--- src/rtl/alu_control_seq.sv ---
// Registered MIPS ALU control: decodes {ALUOp,funct} and sequences multi-cycle MULT/DIV.
// Define ALU_CTRL_ILLEGAL_TRAP_EN to add illegal_o and map unknown selectors to AND.
module alu_control_seq #(
    parameter int OPER_W     = 4,
    parameter int CNT_W      = 4,
    parameter int MUL_CYCLES = 4,
    parameter int DIV_CYCLES = 8
) (
    input  logic              clk,
    input  logic              reset,
    input  logic              issue_i,
    input  logic [2:0]        alu_op_i,
    input  logic [5:0]        funct_i,
    input  logic              flush_i,
    output logic [OPER_W-1:0] alu_operation_o,
    output logic              op_valid_o,
    output logic              busy_o,
    output logic              stall_o,
    output logic              done_o,
    output logic              hilo_we_o
`ifdef ALU_CTRL_ILLEGAL_TRAP_EN
    ,
    output logic              illegal_o
`endif
);

    typedef enum logic [1:0] {IDLE, RUN, DONE} state_t;

    // The counter is loaded with CYCLES-1 so RUN lasts exactly CYCLES cycles.
    localparam logic [CNT_W-1:0] MUL_LOAD = CNT_W'(MUL_CYCLES - 1);
    localparam logic [CNT_W-1:0] DIV_LOAD = CNT_W'(DIV_CYCLES - 1);

    state_t             state_q, state_d;
    logic [CNT_W-1:0]   cnt_q, cnt_d;
    logic [OPER_W-1:0]  alu_operation_q, alu_operation_d;
    logic               op_valid_q, op_valid_d;
`ifdef ALU_CTRL_ILLEGAL_TRAP_EN
    logic               illegal_q, illegal_d;
`endif

    logic [3:0] dec_code;
    logic       dec_multi;
    logic       dec_is_div;
    logic       dec_illegal;

    always_comb begin
        dec_code    = 4'b0000;
        dec_multi   = 1'b0;
        dec_is_div  = 1'b0;
        dec_illegal = 1'b0;
        case (alu_op_i)
            3'b000: begin
                case (funct_i)
                    6'b100100: dec_code = 4'b0000;
                    6'b100101: dec_code = 4'b0001;
                    6'b100000: dec_code = 4'b0011;
                    6'b100010: dec_code = 4'b0100;
                    6'b100111: dec_code = 4'b1001;
                    6'b000000: dec_code = 4'b1100;
                    6'b000010: dec_code = 4'b0110;
                    6'b101010: dec_code = 4'b0101;
                    6'b011000: begin
                        dec_code  = 4'b0111;
                        dec_multi = 1'b1;
                    end
                    6'b011010: begin
                        dec_code   = 4'b1000;
                        dec_multi  = 1'b1;
                        dec_is_div = 1'b1;
                    end
                    default:   dec_illegal = 1'b1;
                endcase
            end
            3'b001:  dec_code = 4'b0011;
            3'b010:  dec_code = 4'b0001;
            3'b011:  dec_code = 4'b1010;
            3'b100:  dec_code = 4'b1110;
            3'b101:  dec_code = 4'b1111;
            default: dec_illegal = 1'b1;
        endcase
        if (dec_illegal) begin
`ifdef ALU_CTRL_ILLEGAL_TRAP_EN
            dec_code = 4'b0000;
`else
            dec_code = 4'b1001;
`endif
        end
    end

    always_comb begin
        state_d         = state_q;
        cnt_d           = cnt_q;
        alu_operation_d = alu_operation_q;
        op_valid_d      = 1'b0;
`ifdef ALU_CTRL_ILLEGAL_TRAP_EN
        illegal_d       = 1'b0;
`endif
        case (state_q)
            RUN: begin
                if (flush_i) begin
                    state_d = IDLE;
                    cnt_d   = '0;
                end else if (cnt_q == '0) begin
                    state_d = DONE;
                end else begin
                    cnt_d = cnt_q - CNT_W'(1);
                end
            end
            // IDLE and DONE accept identically; DONE always falls back to IDLE.
            default: begin
                state_d = IDLE;
                if (issue_i && !flush_i) begin
                    alu_operation_d = OPER_W'(dec_code);
                    op_valid_d      = 1'b1;
`ifdef ALU_CTRL_ILLEGAL_TRAP_EN
                    illegal_d       = dec_illegal;
`endif
                    if (dec_multi) begin
                        state_d = RUN;
                        cnt_d   = dec_is_div ? DIV_LOAD : MUL_LOAD;
                    end
                end
            end
        endcase
    end

    always_ff @(posedge clk or negedge reset) begin
        if (!reset) begin
            state_q         <= IDLE;
            cnt_q           <= '0;
            alu_operation_q <= '0;
            op_valid_q      <= 1'b0;
`ifdef ALU_CTRL_ILLEGAL_TRAP_EN
            illegal_q       <= 1'b0;
`endif
        end else begin
            state_q         <= state_d;
            cnt_q           <= cnt_d;
            alu_operation_q <= alu_operation_d;
            op_valid_q      <= op_valid_d;
`ifdef ALU_CTRL_ILLEGAL_TRAP_EN
            illegal_q       <= illegal_d;
`endif
        end
    end

    assign alu_operation_o = alu_operation_q;
    assign op_valid_o      = op_valid_q;
    assign busy_o          = (state_q == RUN);
    assign done_o          = (state_q == DONE);
    assign hilo_we_o       = done_o;
    assign stall_o         = issue_i & busy_o;
`ifdef ALU_CTRL_ILLEGAL_TRAP_EN
    assign illegal_o       = illegal_q;
`endif

endmodule
--- config.mk ---
export PLATFORM = sky130hd
export DESIGN_NAME = alu_control_seq
export DESIGN_NICKNAME = d
export VERILOG_FILES = /design/src/rtl/alu_control_seq.sv
export SDC_FILE = /design/constraint.sdc
export NUM_CORES = 1
export LEC_CHECK = 0
export ABC_CLOCK_PERIOD_IN_PS = 2850
export CAP_MARGIN = 40
export CORE_ASPECT_RATIO = 1.25
export CORE_MARGIN = 2
export CORE_UTILIZATION = 50
export DETAILED_ROUTE_END_ITERATION = 7
export GPL_ROUTABILITY_DRIVEN = 0
export GPL_TIMING_DRIVEN = 0
export PLACE_DENSITY_LB_ADDON = 0.3
export SLEW_MARGIN = 25
export SYNTH_ARGS = -nofsm -noshare
export SYNTH_HDL_FRONTEND = slang
export SYNTH_SLANG_ARGS = --single-unit
--- constraint.sdc ---
create_clock -name clk -period 2.85 [get_ports clk]
set_input_delay 0.855 -clock clk [delete_from_list [all_inputs] [get_ports clk]]
set_output_delay 0.855 -clock clk [all_outputs]
set_load 0.02 [all_outputs]
==> flow_summary.toml, run 1 <==
[sta]
timing.hold.ws_ns = 0.490
finalWorstSetupSlack_ns = 0.193
final.setup_skew_ns = 0.00205
grt_setup_unrepaired = "false"
period_share = 0.932
fin_crit_ns = 2.66
setup_viol_count_final = 0
report.final.slew_viol_count = 0
worst-slew-pin-transition_ns = 0.519
slew_headroom = 0.650
hold_viol = 0
fmax_ghz = 0.376

[placed_design]
placed_cell_area_um2 = 1040
port_buffers = 20
preCtsSetupSlack_ns = -0.0881
placed_cells = 133
hpwl_um = 1580

[power]
p_leak_nw = 0.437
p_seq_frac = 0.449
combPwrFrac = 0.277
p_clk_frac = 0.274
p_switching_w = 0.000122
ir_worst_vdd_mv = 0.197
p_int_w = 0.000274
switching_share = 0.308
power_per_cell_area_nw_per_um2 = 373

[clock_tree]
numCtsBuffers = 3
cts.sink_count = 11
clk_pin_slew_worst_paths_ns = 0.08
clock_latency_ns = 0.27
clockRootBuffer = "clkbuf_4"
clockBufferDepth = 2
tritoncts = "done"
htreeDepth = 1

[route]
via_count = 822
drt_pass1_iterations = 4
wl_per_cell_um = 14.5
drt_iter0_markers = 22
vias_per_cell = 6.00
antenna_left = 0
drc = 0
wl_um = 1990

[global_route]
gr-total-overflow = 0
track_usage = 0.245
grt_pass1_wl_um = 3370
antenna_found_initial = 0
grt_max_degree = 12
grt_pass1_vias = 763

[worst_setup_path]
r2r_cells = 6
arrival_ns = 1.80
critical_path_class = "in2out"
worst_ep_required_time_ns = 2.00
worstSetupStartpoint = "issue_i"
start_kind = "input pin"
critPathCaptureType = "output pin"
r2r-end = "cnt_q[1]$_DFFE_PN0P_"
r2r_start = "cnt_q[0]$_DFFE_PN0P_"
rrSetupSlack_ns = 1.02
cp_max_fo = 3
worstSetupEndpoint = "stall_o"

[floorplanning]
io_pins = 22
die_h_um = 49.1
die_area_um2 = 1970
num_rows = 16
core-area_um2 = 1540
initial_core_util = 0.528
die_x_um = 40.1

[logic_synthesis]
synth-adder-area-share = 0.0307
yosys.area_share.simple = 0.292
synth_top_family_by_area = "simple AND/OR/NAND/NOR gates"
synth_enable_flop_cells = 0
synth.distinct_cells = 36
syn_nets = 110
synth_compound_area_frac = 0.252
synth_seq_area_share = 0.338
yosysWarnings = 0
synthArstFlopShare = 1.00
synth.area.mux_share = 0
synth-seq-cells = 11
synth_xor_area_frac = 0.0323
postSynthAreaPerCell_um2 = 8.57
synth_ff_type = "dfrtp_1"
postSynthCellCount = 95
synth_area_um2 = 815

[final_layout]
ff_latch_area_um2 = 275
final_area_um2 = 1060
instances_no_fill = 137
multi_input_area_um2 = 494
drive_above_1_share = 0.0924
nets = 135
antenna_cells = 0
area_delta_synth_final_pct = 30.6
fillCellCount = 128

[run]
drv_cap = 0

[min_path]
hold_start = "alu_operation_o[2]$_DFFE_PN0P_"
holdPathStages = 2
min_path_type = "reg2reg"

[outcome]
status = "finished clean"
-- kinds of logic (layout without fill, tap and decap cells) --
group,after synthesis,count (layout)
flops,11,11
fa+ha+maj,2,2
simple gates,38,38
xor+xnor,3,3
compound gates,30,30
buf+inv,11,35
-- through the flow --
step                      TNS [ns]  utilization  total power, W
after global routing             0        0.690        0.000423
after detailed placement   -0.0881        0.673        0.000292
after CTS                        0        0.690        0.000398
after floorplan                  0            -        0.000237
final                            0        0.690        0.000397
after global placement     -0.0748        0.673        0.000286
-- layout by cell type, fill, tap and decap left out, types with 2 or more instances in the layout --
master	synthesis	routed
o22ai_1	3	3
clkbuf_1	3	3
nor3_1	5	5
a21oi_1	3	3
clkdlybuf4s50_1	0	19
o22a_1	2	2
clkbuf_4	0	3
nand3b_1	2	2
or3b_2	3	3
inv_1	7	7
or4_4	2	2
ha_1	2	2
dfrtp_1	11	11
o211ai_1	2	2
nand2_1	4	4
nor2_1	10	10
nand2b_1	3	3
o21ai_0	8	8
nor4b_1	2	2
o41ai_1	3	3
xor2_1	2	2
a211oi_1	2	2
-- area by class of cell --
| class | instances | share of cell area |
|---|---|---|
| Multi-Input combinational cell | 73 | 0.465 |
| Buffer | 4 | 0.0176 |
| Inverter | 7 | 0.0247 |
| Tap cell | 18 | 0.0212 |
| Timing Repair Buffer | 20 | 0.187 |
| Clock buffer | 3 | 0.0212 |
| Clock inverter | 1 | 0.00471 |
| Sequential cell | 11 | 0.259 |
-- Yosys cell counts (2+ instances only) --
cell type,number,area [um^2]
a211oi_1,2,15.0
a21oi_1,3,15.0
clkbuf_1,3,11.3
dfrtp_1,11,275
ha_1,2,25.0
inv_1,7,26.3
nand2_1,4,15.0
nand2b_1,3,18.8
nand3b_1,2,15.0
nor2_1,10,37.5
nor3_1,5,25.0
nor4b_1,2,17.5
o211ai_1,2,15.0
o21ai_0,8,40.0
o22a_1,2,17.5
o22ai_1,3,18.8
o41ai_1,3,26.3
or3b_2,3,26.3
or4_4,2,22.5
xor2_1,2,17.5
-- how the worst min path moves through the flow --
stage                                           to  slack (ns)
global placement    alu_operation_o[2]$_DFFE_PN0P_        0.46
CTS                 alu_operation_o[2]$_DFFE_PN0P_        0.49
floorplan                     cnt_q[0]$_DFFE_PN0P_        0.47
global route        alu_operation_o[0]$_DFFE_PN0P_        0.54
detailed placement  alu_operation_o[2]$_DFFE_PN0P_        0.47
finish              alu_operation_o[2]$_DFFE_PN0P_        0.49
-- per-layer routing --
layer  up-vias  global-route usage  wire [um]
met5         -                   0          0
met4         0               0.103         35
met3         4              0.0274         56
met2        21               0.406       1070
met1       394               0.299        821
li1        403                   -          -
-- sequential cells by signal, summed over array words and instances (netlist names) --
register / flops
alu_operation_o: 4
cnt_q: 4
op_valid_o: 1
state_q: 2
-- worst max-delay path, stage by stage --
cell,delay (ns)
clkdlybuf4s50_1,0.49
and2_1,0.13
dlygate4sd2_1,0.32
-- power groups by stage --
stage	sequential (W)	combinational [W]	clock [W]
3_5_place_dp	0.000182	0.000110	0
6_report	0.000178	0.000110	0.000109
4_1_cts	0.000178	0.000111	0.000109
5_1_grt	0.000180	0.000121	0.000122
3_3_place_gp	0.000180	0.000105	0
2_1_floorplan	0.000191	0.0000465	0
-- repair_timing --
item,in CTS,in global routing
hold buffers,0,0
endpoints found under the hold margin,0,0
resized for setup,1,0
buffers inserted,0,0
endpoints found under the setup margin,1,0
Note: power is estimated with default switching activity, not from simulation.
==> run 2, diff against run 1 <==
--- a/config.mk
+++ b/config.mk
@@ -5,6 +5,7 @@
 export SDC_FILE = /design/constraint.sdc
 export NUM_CORES = 1
 export LEC_CHECK = 0
+export ABC_AREA = 0
 export ABC_CLOCK_PERIOD_IN_PS = 2850
 export CAP_MARGIN = 40
 export CORE_ASPECT_RATIO = 1.25
@@ -13,7 +14,9 @@
 export DETAILED_ROUTE_END_ITERATION = 7
 export GPL_ROUTABILITY_DRIVEN = 0
 export GPL_TIMING_DRIVEN = 0
+export HOLD_SLACK_MARGIN = 0.15
 export PLACE_DENSITY_LB_ADDON = 0.3
+export SKIP_LAST_GASP = 1
 export SLEW_MARGIN = 25
 export SYNTH_ARGS = -nofsm -noshare
 export SYNTH_HDL_FRONTEND = slang
==> results of run 2 <==
No change in the layout: final DEF, timing and power equal those of run 1.
